### config.mk
export PLATFORM = sky130hd
export DESIGN_NAME = led_pattern_sequencer
export DESIGN_NICKNAME = d
export VERILOG_FILES = /design/src/rtl/led_pattern_sequencer.sv
export SDC_FILE = /design/constraint.sdc
export NUM_CORES = 1
export LEC_CHECK = 0
export CORE_UTILIZATION = 35
export DETAILED_ROUTE_END_ITERATION = 16
export GPL_TIMING_DRIVEN = 0
export PLACE_DENSITY = 0.56
export SYNTH_ARGS = -nofsm -noshare
export SYNTH_HDL_FRONTEND = slang
export SYNTH_SLANG_ARGS = --single-unit
### constraint.sdc
create_clock -name clk -period 3.35 [get_ports clk]
set_clock_uncertainty 0.1 [all_clocks]
set_input_delay 0.5025 -clock clk [delete_from_list [all_inputs] [get_ports clk]]
set_output_delay 0.5025 -clock clk [all_outputs]
set_load 0.02 [all_outputs]
### src/rtl/led_pattern_sequencer.sv
// LED pattern sequencer: step-rate prescaler plus a four-mode display FSM
// (scan, fill, blink, center-out) driving N registered LEDs.
module led_pattern_sequencer #(
  parameter int unsigned N        = 8,
  parameter int unsigned TICK_DIV = 100000,
  parameter int unsigned DIV_W    = 17
) (
  input  logic         clk,
  input  logic         rst,
  input  logic         next_mode,
  input  logic         pause,
  input  logic [1:0]   speed,
  output logic [N-1:0] led_out,
  output logic [1:0]   mode,
  output logic         step_tick
);

  localparam logic [1:0] ModeScan   = 2'd0;
  localparam logic [1:0] ModeFill   = 2'd1;
  localparam logic [1:0] ModeBlink  = 2'd2;
  localparam logic [1:0] ModeCenter = 2'd3;

  localparam int unsigned       Half     = N / 2;
  localparam logic [DIV_W-1:0]  TickDivW = DIV_W'(TICK_DIV);
  localparam logic [N-1:0]      LedOne   = N'(1);

  logic [DIV_W-1:0] cnt_q, cnt_d, term;
  logic [N-1:0]     led_q, led_d, led_step, init_pat, center_pat;
  logic [1:0]       mode_q, mode_d, mode_nxt;
  logic             dir_down_q, dir_down_d, dir_step;
  logic             tick_q, tick_d, step;

  // Terminal count is re-evaluated every cycle so a speed change takes effect at once;
  // the >= compare fires immediately when cnt already exceeds a smaller term.
  assign term     = (TickDivW >> speed) - DIV_W'(1);
  assign step     = !pause && (cnt_q >= term);
  assign mode_nxt = mode_q + 2'd1;

  always_comb begin
    center_pat           = '0;
    center_pat[Half-1]   = 1'b1;
    center_pat[Half]     = 1'b1;
  end

  always_comb begin
    init_pat = '0;
    unique case (mode_nxt)
      ModeScan:   init_pat = LedOne;
      ModeFill:   init_pat = '0;
      ModeBlink:  init_pat = '1;
      ModeCenter: init_pat = center_pat;
    endcase
  end

  always_comb begin
    led_step = led_q;
    dir_step = dir_down_q;
    unique case (mode_q)
      ModeScan: begin
        // Direction flips on arrival at an end so the end bit is shown only once.
        if (!dir_down_q) begin
          led_step = led_q << 1;
          if (led_step[N-1]) dir_step = 1'b1;
        end else begin
          led_step = led_q >> 1;
          if (led_step[0]) dir_step = 1'b0;
        end
      end
      ModeFill:   led_step = (&led_q) ? '0 : {led_q[N-2:0], 1'b1};
      ModeBlink:  led_step = ~led_q;
      ModeCenter: begin
        if (led_q[0]) led_step = center_pat;
        else          led_step = {led_q[N-1:Half] << 1, led_q[Half-1:0] >> 1};
      end
    endcase
  end

  always_comb begin
    mode_d     = mode_q;
    led_d      = led_q;
    dir_down_d = dir_down_q;
    cnt_d      = cnt_q;
    tick_d     = 1'b0;
    if (next_mode) begin
      // A mode change swallows any coincident step and restarts the prescaler.
      mode_d     = mode_nxt;
      led_d      = init_pat;
      dir_down_d = 1'b0;
      cnt_d      = '0;
    end else if (!pause) begin
      if (step) begin
        cnt_d      = '0;
        led_d      = led_step;
        dir_down_d = dir_step;
        tick_d     = 1'b1;
      end else begin
        cnt_d = cnt_q + DIV_W'(1);
      end
    end
  end

  always_ff @(posedge clk or posedge rst) begin
    if (rst) begin
      mode_q     <= ModeScan;
      led_q      <= LedOne;
      dir_down_q <= 1'b0;
      cnt_q      <= '0;
      tick_q     <= 1'b0;
    end else begin
      mode_q     <= mode_d;
      led_q      <= led_d;
      dir_down_q <= dir_down_d;
      cnt_q      <= cnt_d;
      tick_q     <= tick_d;
    end
  end

  assign led_out   = led_q;
  assign mode      = mode_q;
  assign step_tick = tick_q;

endmodule

==> impl_results.md <==
- Final setup violation count: 0
- Worst-margin pin slew: 1.13 ns
- Final hold violation count: 0
- Hold_ws: 0.444 ns
- Relative area change from synthesis to final layout: 15.8%
- N_diodes: 0
- Worst slack at placement: -0.723 ns
- Largest buffer count on any clock path: 2
- Number of clock sinks seen by CTS: 29
- Quantity of hold-fixing buffers added after cts: 0
- Number of rows in the core area: 28
- Total design power: 1.42 mW
- Final worst path period share: 93.2%
- Slew Limit Headroom: roughly 25%
- Detailed Route WL: about 5.3 mm
- Root buffer selected by CTS: sky130_fd_sc_hd__clkbuf_8
- Power density over the cells: approximately 560 nW/µm²
- Max-cap viol count: 0
- Crit-path cells: buf_2, inv_1, ha_1, nor4b_2, nand3_1, xnor2_1, ha_1, nand4_1, o21bai_1, a221oi_4, a31oi_4, or2_2, buf_4, buf_6, nor2_1
- Crit path setup slack, layout: 0.227 ns
- Global route total overflow: 0
- Number of buffers created by CTS: 5
- Fraction of layout cells with a size suffix above 1: 10.6%
- Worst Path Class, Setup: primary input to flip-flop
- Die area: between 6000 and 7000 µm²
- Area share of the leading cell type in the synthesized netlist: a little under a third
- Worst endpoint data arrival time: 3.23 ns
- Leading cell types in the layout, fill and taps excluded: sky130_fd_sc_hd__ha_1 (28), sky130_fd_sc_hd__dfrtp_1 (28), sky130_fd_sc_hd__nor2_1 (26), sky130_fd_sc_hd__inv_1 (17), sky130_fd_sc_hd__clkdlybuf4s50_1 (14)
- Number of antenna violations at the first check in global routing: 0
- CP max stage delay: 0.31 ns
- Clock slew seen by the registers of the worst setup and hold paths: around 0.07 ns
- Via density per instance: 5.49
- Number of non-filler instances in the completed layout: 340
- Min Tclk post-route: 3.12 ns
- Num ports: 17
- Sequential-to-total area share from yosys stat: 32.9%
- Number of global-route vias before repair: between 1500 and 2000
- Average cell area after synthesis: 9.23 µm²
- Pin count of the biggest net entering global routing: 30
- Ys flop type: sky130_fd_sc_hd__dfrtp_1
- Top area cells in the synthesized netlist: sky130_fd_sc_hd__dfrtp_1 (32%), sky130_fd_sc_hd__ha_1 (16%), sky130_fd_sc_hd__xor2_1 (4.8%)
- Post-layout nets: 298
- Area of the core: 5990 µm²
- Dpl cell area: 2460 µm²
- Number of violations reported at the end of detailed-routing iteration 0: 48
- Inst Count DP: 330
- Global placement routability congestion: ~0.84
- Wire length of the first global-routing pass: around 9 mm
- Cell with the largest stage delay on the worst path: sky130_fd_sc_hd__a221oi_4
- Storage element area: 727 µm²
- All-Layer GR Usage: 17.7%
- Worst endpoint required time: about 3.5 ns
- Worst-path maximum fanout: 10
- Number of search-and-repair iterations in the first detailed-routing pass: 5
- Post-synth ARST share: 100%
- Post-detailed-route DRC marker count: 0
- Final-layout setup total negative slack: 0 ns
- Post-Route Utilization: roughly 43%
- Post-detailed-placement half-perimeter wirelength: 3.72 mm
- Final instance area: 2550 µm²
- Net count of the mapped netlist: 273
- Starting density of the core: approximately 37%
- EDFF count, synth: 0
- Leak pwr: 1.12 nW
- H-tree depth: 2
- Combined area of the multi-input logic cells: 1370 µm²
- Dominant cell type by area after synthesis: sky130_fd_sc_hd__dfrtp_1
- Fillcell total: ~640
- CP Launch Type: primary input
- Type of element capturing the critical path: flip-flop
- Count of buffers inserted at the top-level ports: 16
- Clock network latency to the later pin of the worst-skew pair: 0.28 ns
- Worst IR Drop VDD: 482 µV
- Routed vias: about 1900
- Distinct cell type count of the synthesized netlist: 48
- Most common cell type on the critical path: sky130_fd_sc_hd__ha_1
- Mapped cell area: 2210 µm²
- Number of register bits inferred by synthesis: 29
- Path type of the worst min-delay path: flip-flop to flip-flop
- Maximum clock rate: 0.320 GHz
- Width of the die: 81.4 µm
- DIE HEIGHT: between 80 and 90 µm
- Final antenna-violating net count: 0
- Synth Instances: about 240
- Wire length per cell after detailed routing: about 15 µm
- Number of slew-limit violations in the final report: 0
- Outcome: completed
- Setup repair after global routing missed its margin: no
- CTS tree: built
- Count of synthesis-stage warnings from yosys: 0
==> state kept, by name, indices dropped and copies added (netlist names) <==
register,count
cnt_q,17
step_tick,1
mode,2
led_out,8
dir_down_q,1
==> logic make-up after synthesis <==
kind of cell | Yosys count | share of synthesized area (%)
DFF | 29 | 32.9
adders and majority gates | 28 | 15.9
buffers and inverters | 25 | 5.22
AOI/OAI and AO/OA | 49 | 16.2
and+or+nand+nor | 81 | 18.9
other | 1 | 0.170
muxes | 7 | 3.17
xor gates and xnor gates | 19 | 7.54
==> timing repair <==
action,4_1_cts,5_1_grt
endpoints found under the hold margin,0,0
setup buffers,0,2
endpoints found under the setup margin,26,20
pin swaps,0,3
resized for setup,7,5
==> area by class of cell <==
cell class              count  share of cell area, %
multi-input cells         185                   53.7
clock inverters             2                  0.392
clock buffers               6                   2.84
well taps                  75                   3.67
flip-flops and latches     29                   28.5
plain buffers               7                   1.86
repair buffers             18                   6.46
inverters                  18                   2.64
==> path summary, 6_finish.rpt <==
kind,from,to,slack [ns],cells past startpoint
worst min register to register,cnt_q[1],cnt_q[1],0.44,2
worst min-delay path,cnt_q[1],cnt_q[1],0.44,2
min in group asynchronous,rst,led_out[4],0.71,2
worst max-delay path,speed[1],cnt_q[9],0.23,15
max in group asynchronous,rst,cnt_q[9],1.76,2
worst max register to register,cnt_q[8],cnt_q[9],0.81,9
==> per-layer routing <==
metal / part of all wire (%) / routed length (µm) / global-route usage, %
met1: 49 / 2570 / 24.1
met5: 0 / 0 / 0
met4: 1.3 / 68 / 6.07
met2: 46 / 2400 / 27.7
met3: 4.2 / 219 / 3.67
==> synthesized netlist by cell type (2+ instances only) <==
cell	count
sky130_fd_sc_hd__nand4_1	10
sky130_fd_sc_hd__inv_1	18
sky130_fd_sc_hd__nand2_1	11
sky130_fd_sc_hd__ha_1	28
sky130_fd_sc_hd__xor2_1	12
sky130_fd_sc_hd__o2111ai_1	2
sky130_fd_sc_hd__buf_2	2
sky130_fd_sc_hd__a211oi_1	2
sky130_fd_sc_hd__mux2i_1	7
sky130_fd_sc_hd__nand3_1	12
sky130_fd_sc_hd__clkbuf_1	2
sky130_fd_sc_hd__nand2b_1	4
sky130_fd_sc_hd__nor2_1	26
sky130_fd_sc_hd__o21ai_0	10
sky130_fd_sc_hd__buf_6	2
sky130_fd_sc_hd__a31oi_1	2
sky130_fd_sc_hd__nor4_1	2
sky130_fd_sc_hd__nor2b_1	2
sky130_fd_sc_hd__and4_1	3
sky130_fd_sc_hd__o21ai_1	2
sky130_fd_sc_hd__dfrtp_1	28
sky130_fd_sc_hd__and3_1	4
sky130_fd_sc_hd__a221oi_1	3
sky130_fd_sc_hd__a21oi_1	13
sky130_fd_sc_hd__xnor2_1	7
sky130_fd_sc_hd__a22oi_1	2
sky130_fd_sc_hd__a31o_2	2
==> critical path, delay by kind of cell <==
| kind | cells | cell delay, ns |
|---|---|---|
| buffers and inverters | 4 | 0.62 |
| AO/OA/AOI/OAI | 3 | 0.58 |
| adder cells (fa/ha/maj) | 2 | 0.47 |
| XOR/XNOR | 1 | 0.14 |
| AND/OR/NAND/NOR | 5 | 0.90 |
==> report_power, final <==
| part | internal, mW | total (mW) | switching (mW) | leakage, nW |
|---|---|---|---|---|
| clock network | 0.144 | 0.284 | 0.141 | 0.0450 |
| registers | 0.411 | 0.520 | 0.109 | 0.383 |
| logic | 0.263 | 0.618 | 0.355 | 0.691 |
| total | 0.817 | 1.42 | 0.605 | 1.12 |
Note: power is estimated with default switching activity, not from simulation.
